<file path="config.mk">
export PLATFORM = sky130hd
export DESIGN_NAME = clock_set_ctrl
export DESIGN_NICKNAME = d
export VERILOG_FILES = /design/src/rtl/clock_pkg.sv /design/src/rtl/btn_press_rep.sv /design/src/rtl/clock_set_ctrl.sv
export SDC_FILE = /design/constraint.sdc
export NUM_CORES = 1
export LEC_CHECK = 0
export BUFFER_PORTS_ARGS = -buffer_cell sky130_fd_sc_hd__buf_2
export CORE_ASPECT_RATIO = 1.5
export CORE_MARGIN = 2
export CORE_UTILIZATION = 52
export DETAILED_ROUTE_END_ITERATION = 12
export HOLD_SLACK_MARGIN = 0.1
export PLACE_DENSITY = 0.75
export SKIP_CTS_REPAIR_TIMING = 1
export SLEW_MARGIN = 5
export SYNTH_ARGS = -nofsm -noshare
export SYNTH_HDL_FRONTEND = slang
export SYNTH_SLANG_ARGS = --single-unit
export TNS_END_PERCENT = 20
</file>
<file path="constraint.sdc">
create_clock -name clk -period 2.1 [get_ports clk]
set_input_delay 0.105 -clock clk [delete_from_list [all_inputs] [get_ports clk]]
set_output_delay 0.105 -clock clk [all_outputs]
set_load 0.01 [all_outputs]
</file>
<file path="src/rtl/clock_pkg.sv">
// Shared definitions for the front-panel clock-set controller.
// Holds the controller state encoding, field limits, display field codes
// and the wrap-around increment helpers for the hour and minute fields.
package clock_pkg;

    typedef enum logic [2:0] {
        StRun   = 3'd0,
        StTHour = 3'd1,
        StTMin  = 3'd2,
        StAHour = 3'd3,
        StAMin  = 3'd4
    } state_t;

    localparam logic [4:0] MAX_HOUR = 5'd23;
    localparam logic [5:0] MAX_MIN  = 6'd59;

    localparam logic [1:0] FIELD_RUN  = 2'd0;
    localparam logic [1:0] FIELD_HOUR = 2'd1;
    localparam logic [1:0] FIELD_MIN  = 2'd2;

    // Wrap by explicit compare; >= also recovers an out-of-range value.
    function automatic logic [4:0] next_hour(input logic [4:0] h);
        return (h >= MAX_HOUR) ? 5'd0 : h + 5'd1;
    endfunction

    function automatic logic [5:0] next_min(input logic [5:0] m);
        return (m >= MAX_MIN) ? 6'd0 : m + 6'd1;
    endfunction

endpackage

</file>
<file path="src/rtl/btn_press_rep.sv">
// Press detector with optional auto-repeat for one debounced button.
// Ports:
//   clk, rst_n  - clock, asynchronous active-low reset
//   btn         - debounced button level
//   tick        - auto-repeat rate pulse
//   rep_allow   - auto-repeat permitted (controller is in an edit state)
//   clear       - restart the repeat count (controller state is changing)
//   press       - one-cycle pulse on a rising edge of the registered level
//   step        - press, plus one pulse per tick once the hold delay is met
module btn_press_rep #(
    parameter bit          REPEAT_EN  = 1'b1,
    parameter int unsigned REPEAT_DLY = 3
) (
    input  logic clk,
    input  logic rst_n,
    input  logic btn,
    input  logic tick,
    input  logic rep_allow,
    input  logic clear,
    output logic press,
    output logic step
);

    localparam logic [3:0] DLY    = 4'(REPEAT_DLY);
    localparam logic [3:0] DLY_M1 = 4'(REPEAT_DLY - 1);

    logic       lvl_q;
    logic       lvl_prev_q;
    logic [3:0] cnt_q;
    logic [3:0] cnt_d;
    logic       rep_step;
    logic       holding;

    // Reset to 0 so a button held through reset reads as a press.
    always_ff @(posedge clk or negedge rst_n) begin
        if (!rst_n) begin
            lvl_q      <= 1'b0;
            lvl_prev_q <= 1'b0;
            cnt_q      <= 4'd0;
        end else begin
            lvl_q      <= btn;
            lvl_prev_q <= lvl_q;
            cnt_q      <= cnt_d;
        end
    end

    assign press   = lvl_q & ~lvl_prev_q;
    assign holding = REPEAT_EN & lvl_q & rep_allow;

    // Kept independent of clear: clear is derived from the controller's
    // next state, which itself depends on step.
    assign rep_step = holding & tick & (cnt_q >= DLY_M1);

    always_comb begin
        cnt_d = cnt_q;
        if (!holding || clear) begin
            cnt_d = 4'd0;
        end else if (tick && (cnt_q < DLY)) begin
            cnt_d = cnt_q + 4'd1;
        end
    end

    assign step = press | rep_step;

endmodule

</file>
<file path="src/rtl/clock_set_ctrl.sv">
// Front-panel controller for the HH:MM timekeeper.
// Sequences time-set then alarm-set edits from the mode and inc buttons,
// issues a one-cycle load of the new time, holds the alarm registers and
// enable, and generates the alarm hit pulse.
// Ports:
//   clk, rst_n             - clock, asynchronous active-low reset
//   tick_1hz, tick_fast    - 1 s pulse (timeout) and auto-repeat pulse
//   btn_mode, btn_inc      - debounced button levels
//   cur_hour, cur_min      - current time from the timekeeper
//   load_time              - one-cycle load strobe for the timekeeper
//   load_hour, load_min    - load value; mirrors the edit buffer otherwise
//   alarm_hour, alarm_min  - committed alarm time
//   alarm_en, alarm_hit    - alarm armed, one-cycle match pulse
//   edit_field, edit_alarm - display select and alarm-edit flag
module clock_set_ctrl
    import clock_pkg::*;
#(
    parameter int unsigned TIMEOUT_S     = 10,
    parameter int unsigned REPEAT_DLY    = 3,
    parameter int unsigned INIT_ALM_HOUR = 7,
    parameter int unsigned INIT_ALM_MIN  = 0
) (
    input  logic       clk,
    input  logic       rst_n,
    input  logic       tick_1hz,
    input  logic       tick_fast,
    input  logic       btn_mode,
    input  logic       btn_inc,
    input  logic [4:0] cur_hour,
    input  logic [5:0] cur_min,
    output logic       load_time,
    output logic [4:0] load_hour,
    output logic [5:0] load_min,
    output logic [4:0] alarm_hour,
    output logic [5:0] alarm_min,
    output logic       alarm_en,
    output logic       alarm_hit,
    output logic [1:0] edit_field,
    output logic       edit_alarm
);

    localparam int unsigned TO_W = $clog2(TIMEOUT_S + 1);
    localparam logic [TO_W-1:0] TO_LAST = TO_W'(TIMEOUT_S - 1);

    state_t state_q, state_d;
    logic [4:0] edit_hour_q, edit_hour_d;
    logic [5:0] edit_min_q, edit_min_d;
    logic [4:0] alm_hour_q, alm_hour_d;
    logic [5:0] alm_min_q, alm_min_d;
    logic       alm_en_q, alm_en_d;
    logic [TO_W-1:0] to_cnt_q, to_cnt_d;
    logic       load_now;
    logic       load_time_q;
    logic [4:0] load_hour_q;
    logic [5:0] load_min_q;
    logic       match, match_q, hit_q;

    logic mode_press, inc_press, inc_step, in_edit, state_chg;

    assign in_edit   = (state_q != StRun);
    assign state_chg = (state_d != state_q);

    btn_press_rep #(
        .REPEAT_EN  (1'b0),
        .REPEAT_DLY (REPEAT_DLY)
    ) u_mode (
        .clk       (clk),
        .rst_n     (rst_n),
        .btn       (btn_mode),
        .tick      (1'b0),
        .rep_allow (1'b0),
        .clear     (1'b0),
        .press     (),
        .step      (mode_press)
    );

    btn_press_rep #(
        .REPEAT_EN  (1'b1),
        .REPEAT_DLY (REPEAT_DLY)
    ) u_inc (
        .clk       (clk),
        .rst_n     (rst_n),
        .btn       (btn_inc),
        .tick      (tick_fast),
        .rep_allow (in_edit),
        .clear     (state_chg),
        .press     (inc_press),
        .step      (inc_step)
    );

    always_comb begin
        state_d     = state_q;
        edit_hour_d = edit_hour_q;
        edit_min_d  = edit_min_q;
        alm_hour_d  = alm_hour_q;
        alm_min_d   = alm_min_q;
        alm_en_d    = alm_en_q;
        to_cnt_d    = to_cnt_q;
        load_now    = 1'b0;

        // mode is tested first in every state, so it wins over inc.
        unique case (state_q)
            StRun: begin
                if (mode_press) begin
                    edit_hour_d = cur_hour;
                    edit_min_d  = cur_min;
                    state_d     = StTHour;
                end else if (inc_press) begin
                    alm_en_d = ~alm_en_q;
                end
            end
            StTHour, StAHour: begin
                if (mode_press) begin
                    state_d = (state_q == StTHour) ? StTMin : StAMin;
                end else if (inc_step) begin
                    edit_hour_d = next_hour(edit_hour_q);
                end
            end
            StTMin: begin
                if (mode_press) begin
                    load_now    = 1'b1;
                    edit_hour_d = alm_hour_q;
                    edit_min_d  = alm_min_q;
                    state_d     = StAHour;
                end else if (inc_step) begin
                    edit_min_d = next_min(edit_min_q);
                end
            end
            StAMin: begin
                if (mode_press) begin
                    alm_hour_d = edit_hour_q;
                    alm_min_d  = edit_min_q;
                    state_d    = StRun;
                end else if (inc_step) begin
                    edit_min_d = next_min(edit_min_q);
                end
            end
            default: state_d = StRun;
        endcase

        // Inactivity timeout; a press in the expiring cycle takes priority.
        if (!in_edit || mode_press || inc_press) begin
            to_cnt_d = '0;
        end else if (tick_1hz) begin
            if (to_cnt_q >= TO_LAST) begin
                state_d  = StRun;
                to_cnt_d = '0;
            end else begin
                to_cnt_d = to_cnt_q + 1'b1;
            end
        end
        if (state_d != state_q) begin
            to_cnt_d = '0;
        end
    end

    assign match = (cur_hour == alm_hour_q) && (cur_min == alm_min_q);

    always_ff @(posedge clk or negedge rst_n) begin
        if (!rst_n) begin
            state_q     <= StRun;
            edit_hour_q <= 5'd0;
            edit_min_q  <= 6'd0;
            alm_hour_q  <= 5'(INIT_ALM_HOUR);
            alm_min_q   <= 6'(INIT_ALM_MIN);
            alm_en_q    <= 1'b0;
            to_cnt_q    <= '0;
            load_time_q <= 1'b0;
            load_hour_q <= 5'd0;
            load_min_q  <= 6'd0;
            match_q     <= 1'b0;
            hit_q       <= 1'b0;
        end else begin
            state_q     <= state_d;
            edit_hour_q <= edit_hour_d;
            edit_min_q  <= edit_min_d;
            alm_hour_q  <= alm_hour_d;
            alm_min_q   <= alm_min_d;
            alm_en_q    <= alm_en_d;
            to_cnt_q    <= to_cnt_d;
            load_time_q <= load_now;
            // On the load cycle present the committed time, not the alarm
            // values that are being copied into the edit buffer.
            load_hour_q <= load_now ? edit_hour_q : edit_hour_d;
            load_min_q  <= load_now ? edit_min_q : edit_min_d;
            // Raw compare history, independent of enable, so arming during
            // an existing match does not fire.
            match_q     <= match;
            hit_q       <= alm_en_q && (state_q == StRun) && match && !match_q;
        end
    end

    always_comb begin
        edit_field = FIELD_RUN;
        edit_alarm = 1'b0;
        unique case (state_q)
            StTHour: edit_field = FIELD_HOUR;
            StTMin:  edit_field = FIELD_MIN;
            StAHour: begin
                edit_field = FIELD_HOUR;
                edit_alarm = 1'b1;
            end
            StAMin: begin
                edit_field = FIELD_MIN;
                edit_alarm = 1'b1;
            end
            default: edit_field = FIELD_RUN;
        endcase
    end

    assign load_time  = load_time_q;
    assign load_hour  = load_hour_q;
    assign load_min   = load_min_q;
    assign alarm_hour = alm_hour_q;
    assign alarm_min  = alm_min_q;
    assign alarm_en   = alm_en_q;
    assign alarm_hit  = hit_q;

endmodule

</file>
### After elaboration in Yosys (flattened, before gate mapping)

Index checks and enable logic that the tools add are counted.

* word-level logic and storage cells: 96
* bits in registers: 52

* magnitude comparators: 5
* reductions and logical operators: 20
* equality and inequality tests: 7
* $add $sub $neg: 4
* mux-type cells: 33
* bitwise gates (word level): 10

Operators by type and width (count)
* 6-bit 2-to-1 mux: 6
* 5-bit 2-to-1 mux: 6
* 3-bit 2-to-1 mux: 8
* 4-bit 2-to-1 mux: 6
* 6-bit one-hot mux with 3 select lines: 1
* 5-bit one-hot mux with 3 select lines: 1
* 3-bit one-hot mux with 4 select lines: 1
* 4-bit by 1-bit adder with 4-bit output, second input constant: 2
* 6-bit by 1-bit adder with 6-bit output, second input constant: 1
* 3-bit by 2-bit == test with 1-bit output, second input constant: 2
* 6-bit == test: 1
* 6-bit greater-or-equal comparator, second input constant: 1
* 3-bit nonzero test: 2
* 2-bit OR reduction: 3
* 5-bit by 1-bit adder with 5-bit output, second input constant: 1
* 1-bit AND: 5
* 5-bit == test: 1
* 5-bit greater-or-equal comparator, second input constant: 1
* 1-bit logical AND: 5
* 4-bit by 2-bit greater-or-equal comparator with 1-bit output, second input constant: 1
* 4-bit greater-or-equal comparator, second input constant: 1
* 4-bit by 2-bit less-than comparator with 1-bit output, second input constant: 1
* 1-bit inverter: 4
* 2-bit one-hot mux with 2 select lines: 1
* 11 further kinds: 17

### Longest topological paths before layout

Gate-level depths: netlist (run 1).

* word-level depth: 10
* depth in mapped cells: 8

### By module

A second synthesis (run 1) with hierarchy kept.

* cell total of the unflattened synthesis: 336
* area, all modules: 3170.5 sq um

By module, submodules not included
* clock_set_ctrl: area each 2808.9 sq um, instances 1, cells each 310
* btn_press_rep at u_inc: area each 290.3 sq um, instances 1, cells each 22
* btn_press_rep at u_mode: area each 71.3 sq um, instances 1, cells each 4

### Worst setup path before layout (run 1)

OpenSTA, ideal clock, no wires.

* path kind: flip-flop to flip-flop
* from: reg u_inc.cnt_q[0]
* to: reg load_min_q[4], in the netlist load_min[4]
* buffers on the path: 1
* required time: 2020 ps
* cell stages (with the launch flop): 9
* setup slack: -60 ps
* clock period less this slack: 2160 ps
* data arrival time: 2080 ps
* cells stage by stage: dfrtp_1 > inv_1 > ha_1 > or4_1 > a41o_4 > buf_6 > a221oi_2 > nand3_2 > o211ai_2

* word-level cells in the longest chain between the ends: 7
* elaborated cells between the ends (all ways): 8
* those cells by class: 1 x order compare; 5 x mux; 2 x bitwise

Ends and longest elaborated chain
* start, declared: line btn_press_rep.sv:29 `logic [3:0] cnt_q;`
* start signal, assigned: line btn_press_rep.sv:43 `cnt_q <= cnt_d;`
* 4-bit by 2-bit greater-or-equal comparator with 1-bit output *: line btn_press_rep.sv:52 `assign rep_step = holding & tick & (cnt_q >= DLY_M1);`
* 1-bit AND *: line btn_press_rep.sv:52
* 1-bit OR *: line btn_press_rep.sv:63 `assign step = press | rep_step;`
* 6-bit 2-to-1 mux *: line clock_set_ctrl.sv:125, clock_set_ctrl.sv:134
* 6-bit 2-to-1 mux, on equally long branches: line clock_set_ctrl.sv:130, clock_set_ctrl.sv:120
* 6-bit one-hot mux with 3 select lines *: line clock_set_ctrl.sv:102 `unique case (state_q)`
* 6-bit 2-to-1 mux *: line clock_set_ctrl.sv:185 `load_min_q <= load_now ? edit_min_q : edit_min_d;`
* end signal, assigned: line clock_set_ctrl.sv:185
* end, declared: line clock_set_ctrl.sv:55 `logic [5:0] load_min_q;`

Every way passes the cells marked *; elsewhere a longest branch is shown, timed or not.
A chain may end at the register's enable or synchronous reset.

### Worst setup path in the final report (run 1)

* from: reg u_inc.cnt_q[1]
* to: reg edit_hour_q[0]

* word-level cells in the longest chain between the ends: 6

Ends and longest elaborated chain
* 4-bit by 2-bit greater-or-equal comparator with 1-bit output: line btn_press_rep.sv:52
* 1-bit AND: line btn_press_rep.sv:52
* 1-bit OR: line btn_press_rep.sv:63
* 5-bit 2-to-1 mux: line clock_set_ctrl.sv:115 `end else if (inc_step) begin`
* 5-bit 2-to-1 mux: line clock_set_ctrl.sv:113 `if (mode_press) begin`
* 5-bit one-hot mux with 3 select lines: line clock_set_ctrl.sv:102
* via edit_hour_d[0]: line clock_set_ctrl.sv:46 `logic [4:0] edit_hour_q, edit_hour_d;`
* end signal, assigned: line clock_set_ctrl.sv:175 `edit_hour_q <= edit_hour_d;`
* end, declared: line clock_set_ctrl.sv:46

The timed path passes the listed nets, and every way through them passes these cells.

==> results of run 1 <==
-- per-stage QoR --
step | total power [mW] | TNS [ns] | utilization | hold WS, ns
after CTS | 4.51 | -0.325 | 0.628 | -0.218
final | 4.55 | 0 | 0.642 | 0.0969
after detailed placement | 3.70 | -0.127 | 0.606 | 0.118
after global placement | 3.63 | -0.0132 | 0.606 | 0.115
after global routing | 4.86 | -0.00719 | 0.642 | 0.107
after floorplan | 3.01 | 0 | - | -0.191
-- layout by cell type, fill, tap and decap left out, types with 2 or more instances in the layout --
cell type      netlist  layout
a31oi_1              4       4
nand2b_1             6       6
o31ai_1              3       3
dlygate4sd3_1        0       3
inv_1               12      12
buf_4                0      25
o21ai_0             24      23
a211oi_1             8       7
a221oi_1             3       3
nor3_1               7       7
xnor2_1             15      15
bufinv_16            0       2
a21oi_1             23      22
clkbuf_8             0       5
nand4_1              9       9
xor2_1               2       2
a311oi_1             2       2
nand3_1             15      15
nand3b_1             2       2
nand2_1             40      40
a21o_1               2       2
o2111ai_1            3       2
dfrtp_1             49      49
nor2_1              29      29
and3_1               4       3
and4b_1              2       2
and2_1               2       2
mux2i_1              5       5
nor2b_1              5       5
buf_2                1      44
o211ai_1             4       4
dfstp_2              3       3
ha_1                 7       7
a221o_1              2       2
mux2_2               9       9
-- cell families (layout without fill, tap and decap cells) --
logic type,Yosys count,count (layout)
buffers and inverters,35,92
flip-flops,52,52
XOR/XNOR,17,17
AO/OA/AOI/OAI,93,94
multiplexers,14,14
AND/OR/NAND/NOR,128,128
adder cells (fa/ha/maj),7,7
-- worst max-delay path, cell delays in order (launching register included) --
cell and delay (ns):
dfrtp_1 0.39, buf_4 0.15, or4_4 0.58, a41o_4 0.29
o2111a_1 0.18, o32a_1 0.33
-- worst paths after layout --
kind,from,endpoint,depth (start not counted)
worst min-delay path,tick_1hz,to_cnt_q[1],3
worst max register to register,u_inc.cnt_q[1],edit_hour_q[0],5
min in group asynchronous,rst_n,load_hour[1],2
worst max-delay path,u_inc.cnt_q[1],edit_hour_q[0],5
worst min register to register,u_mode.lvl_q,u_mode.lvl_prev_q,0
max in group asynchronous,rst_n,alarm_hour[0],3
-- metal layers --
metal	track usage	vias to the layer above
met3	0.0342	23
met2	0.434	132
met5	0	-
met4	0.118	0
li1	-	1364
met1	0.341	1382
-- flip-flops by register name, indices dropped and copies added, names as in the netlist --
register	flops
edit_hour_q	5
alarm_hour	5
u_inc.cnt_q	4
alarm_min	6
u_inc.lvl_q	1
load_time	1
u_inc.lvl_prev_q	1
load_min	6
edit_min_q	6
match_q	1
alarm_en	1
load_hour	5
u_mode.lvl_prev_q	1
to_cnt_q	4
alarm_hit	1
u_mode.lvl_q	1
state_q	3
-- area by class of cell --
type	instances	area (um2)	area share
tap	72	90.1	0.0243
clock inverter	2	60.1	0.0162
timing repair buffer	73	449	0.121
inverter	12	45.0	0.0121
sequential	52	1310	0.352
multi-input combinational	260	1690	0.456
clock buffer	5	68.8	0.0185
-- power groups by stage --
stage               clock network (mW)  logic, mW  registers (mW)
floorplan                            0       1.40            1.60
global placement                     0       2.06            1.58
detailed placement                   0       2.11            1.59
CTS                              0.820       2.12            1.57
global route                     0.846       2.40            1.61
finish                           0.803       2.18            1.57
==> flow_summary_export.csv, run 1 <==
group,metric,value,unit
yosys,yosys.area_share.adder,0.0281,
power,power.share.clock,0.176,
yosys,synth_edf_count,0,
yosys,synth.avg_cell_area,9.00,um2
route,ant_nets,0,
yosys,synth_top_family_by_area,"compound AO/OA/AOI/OAI gates",
finish,n_fill_cell,518,
sta,setup_viol,0,
power,p_int,2.69,mW
outcome,status,"finished clean",
run,drv_cap,0,
place,placed_cell_area,3510,um2
sta,fmax,492,MHz
clock_network,h-tree-depth,2,
clock_network,cts_max_path_buffers,2,
route,wl_met1,3320,um
yosys,synth_common_cells,"dfrtp_1, nand2_1, nor2_1, o21ai_0, a21oi_1",
worst_setup_path,worstSetupPathType,"reg2reg",
finish,diodes,0,
power,ir_worst_vdd,780,uV
route,vias_per_cell,6.09,
die,initial_utilization,0.538,
grt,grt_max_degree,25,
sta,hold_viol,0,
sta,layout_min_cycle_time,2.03,ns
sta,period_share,0.968,
route,top_layer,"met4",
clock_network,cts_sinks,52,
place,place_congestion,0.956,
route,wl_met3,472,um
clock_network,clock_latency,0.31,ns
die,core_area,5790,um2
worst_setup_path,cp-start-kind,"flip-flop",
finish,postLayoutCellArea,3710,um2
die,die_x,67.2,um
yosys,synth_area_leaders,"dfrtp_1, nand2_1, xnor2_1, o21ai_0, a21oi_1",
power,p_per_area,1230,nW/um2
route,wl_met2,4330,um
sta,slew_viol_final,0,
power,switching_share,0.409,
die,dieHeight,98.8,um
worst_setup_path,crit_required,2.30,ns
finish,area_growth,19.2,%
yosys,yosysSeqAreaShare,0.419,
yosys,async_reset_ff_frac,1.00,
yosys,yosysWarnings,0,
place,place_ws,-0.0633,ns
power,pwr-share-comb,0.479,
yosys,ys.flop_type,"dfrtp_1",
route,wirelength,8390,um
grt,first_global_vias,2755,
grt,antenna_found_initial,0,
grt,grt_pass1_wl,13400,um
finish,drive_gt1_frac,0.255,
yosys,synth_mux_area_frac,0.0486,
sta,relSlewSlack,0.615,
grt,track_usage,0.264,
route,dr.pass1.iters,5,
finish,fin_nets,428,
place,io_buffers,44,
worst_setup_path,rrSetupSlack,0.07,ns
yosys,synth_area,3120,um2
power,p_sw,1.86,mW
yosys,yosysMostFrequentCell,"dfrtp_1",
clock_network,numCtsBuffers,5,
power,power_frac_seq,0.344,
worst_setup_path,crit_path_end_kind,"flip-flop",
min_path,hp-class,"in2reg",
route,drc,0,
yosys,synth_cell_types,56,
sta,tightest_slew,0.569,ns
yosys,yosys.area_share.simple,0.203,
finish,fin_cells,476,
place,placed_cells,464,
route,routedWlPerCell,17.6,um
yosys,ys_ff_latch,52,
sta,skew,0.00594,ns
die,rows,34,
yosys,synth_top_area_share,0.394,
die,io_pins,45,
die,die_area,6640,um2
yosys,synth-compound-area-share,0.204,
yosys,syn_nets,370,
yosys,syn_inst,346,
clock_network,root_buffer,"clkbuf_8",
worst_setup_path,cp.arrival,2.23,ns
worst_setup_path,cp_max_fo,6,
clock_network,cts_tree,"built",
yosys,synth_area_leader_cell,"dfrtp_1",
place,dp_hpwl,6080,um
yosys,synth-xor-area-share,0.0478,
sta,fin_ws,0.0666,ns
route,vias,2901,
grt,grt.overflow.total,0,
route,dr.first_iter.drc_count,167,
power,leakage,1.72,nW
clock_network,clk_pin_slew,0.09,ns
(Power assumes the default switching activity.)
==> inputs of run 2 (changes only) <==
--- a/config.mk
+++ b/config.mk
@@ -5,6 +5,7 @@
 export SDC_FILE = /design/constraint.sdc
 export NUM_CORES = 1
 export LEC_CHECK = 0
+export ABC_AREA = 1
 export BUFFER_PORTS_ARGS = -buffer_cell sky130_fd_sc_hd__buf_2
 export CORE_ASPECT_RATIO = 1.5
 export CORE_MARGIN = 2
==> run 2 against run 1 <==
  * Critical path depth grew 6
  * Cell area shrank 0.13%
  * Non-clock buffer count shrank 13
  * Clock skew grew 0.0051 ns
  * Synthesized cell count grew 23%
  * Via count grew 1.4%
  * Die area grew 2.7%
==> flow_summary_export.csv, run 2 <==
group,metric,value,unit
outcome,status,"finished clean",
route,dr.pass1.iters,4,
finish,final_cell_mix,"nand2_1, dfrtp_1, inv_1",
die,rows,35,
grt,grt_max_degree,29,
yosys,synth_top_area_share,0.383,
die,die_x,68.1,um
yosys,yosysMostFrequentCell,"nand2_1",
yosys,synth.avg_cell_area,7.54,um2
power,p_per_area,1180,nW/um2
route,dr.first_iter.drc_count,164,
clock_network,numCtsBuffers,5,
sta,setup_viol,0,
route,wirelength,7910,um
clock_network,cts_tree,"built",
power,total_power,4.39,mW
die,die_area,6820,um2
yosys,synth_common_cells,"nand2_1, dfrtp_1, inv_1, o21ai_0, nand3_1",
worst_setup_path,r2r-end,"u_inc.cnt_q[1]",
power,ir_worst_vdd,704,uV
worst_setup_path,r2r_cells,11,
route,ant_nets,0,
finish,drive_gt1_frac,0.214,
die,core_area,6040,um2
sta,fmax,531,MHz
min_path,hp-start,"cur_min[5]",
min_path,hp-class,"in2reg",
die,dieHeight,100,um
clock_network,h-tree-depth,2,
grt,track_usage,0.257,
worst_setup_path,r2r-start,"state_q[0]",
yosys,syn_inst,425,
worst_setup_path,cp_max_fo,9,
place,place_congestion,0.898,
yosys,ys_ff_latch,52,
sta,relSlewSlack,0.597,
grt,first_global_vias,2874,
sta,slew_viol_final,0,
place,io_buffers,44,
worst_setup_path,rrSetupSlack,0.22,ns
die,io_pins,45,
worst_setup_path,crit_end,"u_inc.cnt_q[1]",
worst_setup_path,crit_path_start,"state_q[0]",
route,vias_per_cell,5.30,
clock_network,clk_pin_slew,0.10,ns
sta,setup_tns,0,ns
clock_network,cts_sinks,52,
finish,fin_nets,504,
route,routedWlPerCell,14.3,um
run,drv_cap,0,
yosys,yosysWarnings,0,
worst_setup_path,crit_path_end_kind,"flip-flop",
place,dp_hpwl,6020,um
clock_network,cts_max_path_buffers,2,
finish,diodes,0,
clock_network,clock_latency,0.30,ns
yosys,ys.flop_type,"dfrtp_1",
yosys,synth_cell_types,38,
sta,tightest_slew,0.604,ns
yosys,synth_area_leader_cell,"dfrtp_1",
finish,final_common_cell,"nand2_1",
sta,rsz0062_at_grt,"false",
yosys,synth_area,3200,um2
grt,grt_pass1_wl,13400,um
worst_setup_path,cp-start-kind,"flip-flop",
yosys,synth_edf_count,0,
yosys,async_reset_ff_frac,1.00,
yosys,synth_area_leaders,"dfrtp_1, nand2_1, o21ai_0, inv_1, nand3_1",
worst_setup_path,worstSetupPathType,"reg2reg",
clock_network,root_buffer,"clkbuf_8",
grt,grt.overflow.total,0,
die,initial_utilization,0.530,
sta,layout_min_cycle_time,1.88,ns
route,drc,0,
sta,period_share,0.897,
worst_setup_path,crit_required,2.33,ns
finish,area_growth,15.7,%
yosys,yosysSeqAreaShare,0.407,
route,vias,2941,
yosys,syn_nets,449,
sta,hold_viol,0,
sta,skew,0.0110,ns
worst_setup_path,cp.arrival,2.12,ns
power,leakage,2.01,nW
grt,antenna_found_initial,0,
-- run 2: changes by cell type in the layout (fill, tap and decap cells not counted), moves of 13 or more --
cell | previous run | this run
inv_1 | 12 | 45
o21ai_0 | 23 | 39
nand2_1 | 40 | 128
nand3_1 | 15 | 29
a21oi_1 | 22 | 7
buf_4 | 25 | 12
-- run 2: worst min-delay path by stage --
stage | endpoint | cells past startpoint
after detailed placement | edit_hour_q[1] | 1
after global placement | edit_hour_q[2] | 1
after global routing | edit_min_q[5] | 3
after floorplan | alarm_en | 0
final | edit_min_q[5] | 3
after CTS | edit_hour_q[1] | 1
-- run 2: area by class of cell --
class | instances | area, um2
Fill cell | 542 | 2340
Multi-Input combinational cell | 310 | 1660
Sequential cell | 52 | 1310
Timing Repair Buffer | 60 | 360
Inverter | 51 | 191
Tap cell | 74 | 92.6
Clock buffer | 7 | 86.3
Clock inverter | 1 | 7.51
-- run 2: where the power goes --
group | total (mW) | switching (mW) | internal [mW] | leakage, nW
logic | 2.16 | 1.37 | 0.796 | 1.30
registers | 1.63 | 0.306 | 1.32 | 0.669
clock network | 0.595 | 0.327 | 0.269 | 0.0445
total | 4.39 | 2.00 | 2.39 | 2.01
-- run 2: kinds of logic after synthesis --
kind of cell | after synthesis | synth area share
AO/OA/AOI/OAI | 69 | 0.133
XOR/XNOR | 14 | 0.0383
adder cells (fa/ha/maj) | 7 | 0.0273
buffers and inverters | 63 | 0.0777
flip-flops | 52 | 0.407
AND/OR/NAND/NOR | 220 | 0.317
-- run 2: routing by layer --
metal  routed length, um  vias up  track usage
li1                    -     1479            -
met1                3250     1363        0.330
met2                4090       74        0.418
met3                 296       25       0.0370
met4                 282        0        0.122
met5                   0        -            0
-- run 2: worst max-delay path, cell delays in order, from the launching register on --
cell and delay [ns]:
dfrtp_1 0.49, nor2_4 0.25, inv_2 0.08, nor2_4 0.21, nand2_2 0.06, nand2_1 0.09
nand2_1 0.07, nand2_1 0.07, nand2_1 0.06, nor2_2 0.17, nand3_2 0.14, a21oi_2 0.12
-- run 2: through the flow --
step | worst slack [ns] | cell area [um2] | hold slack (ns) | std cells | util
global placement | 0.269 | 3570 | 0.133 | 544 | 0.591
detailed placement | 0.197 | 3570 | 0.144 | 544 | 0.591
CTS | 0.175 | 3660 | -0.190 | 552 | 0.606
finish | 0.216 | 3710 | 0.107 | 555 | 0.613
global route | 0.00884 | 3710 | 0.108 | 555 | 0.613
floorplan | 0.474 | 3200 | -0.191 | 425 | -
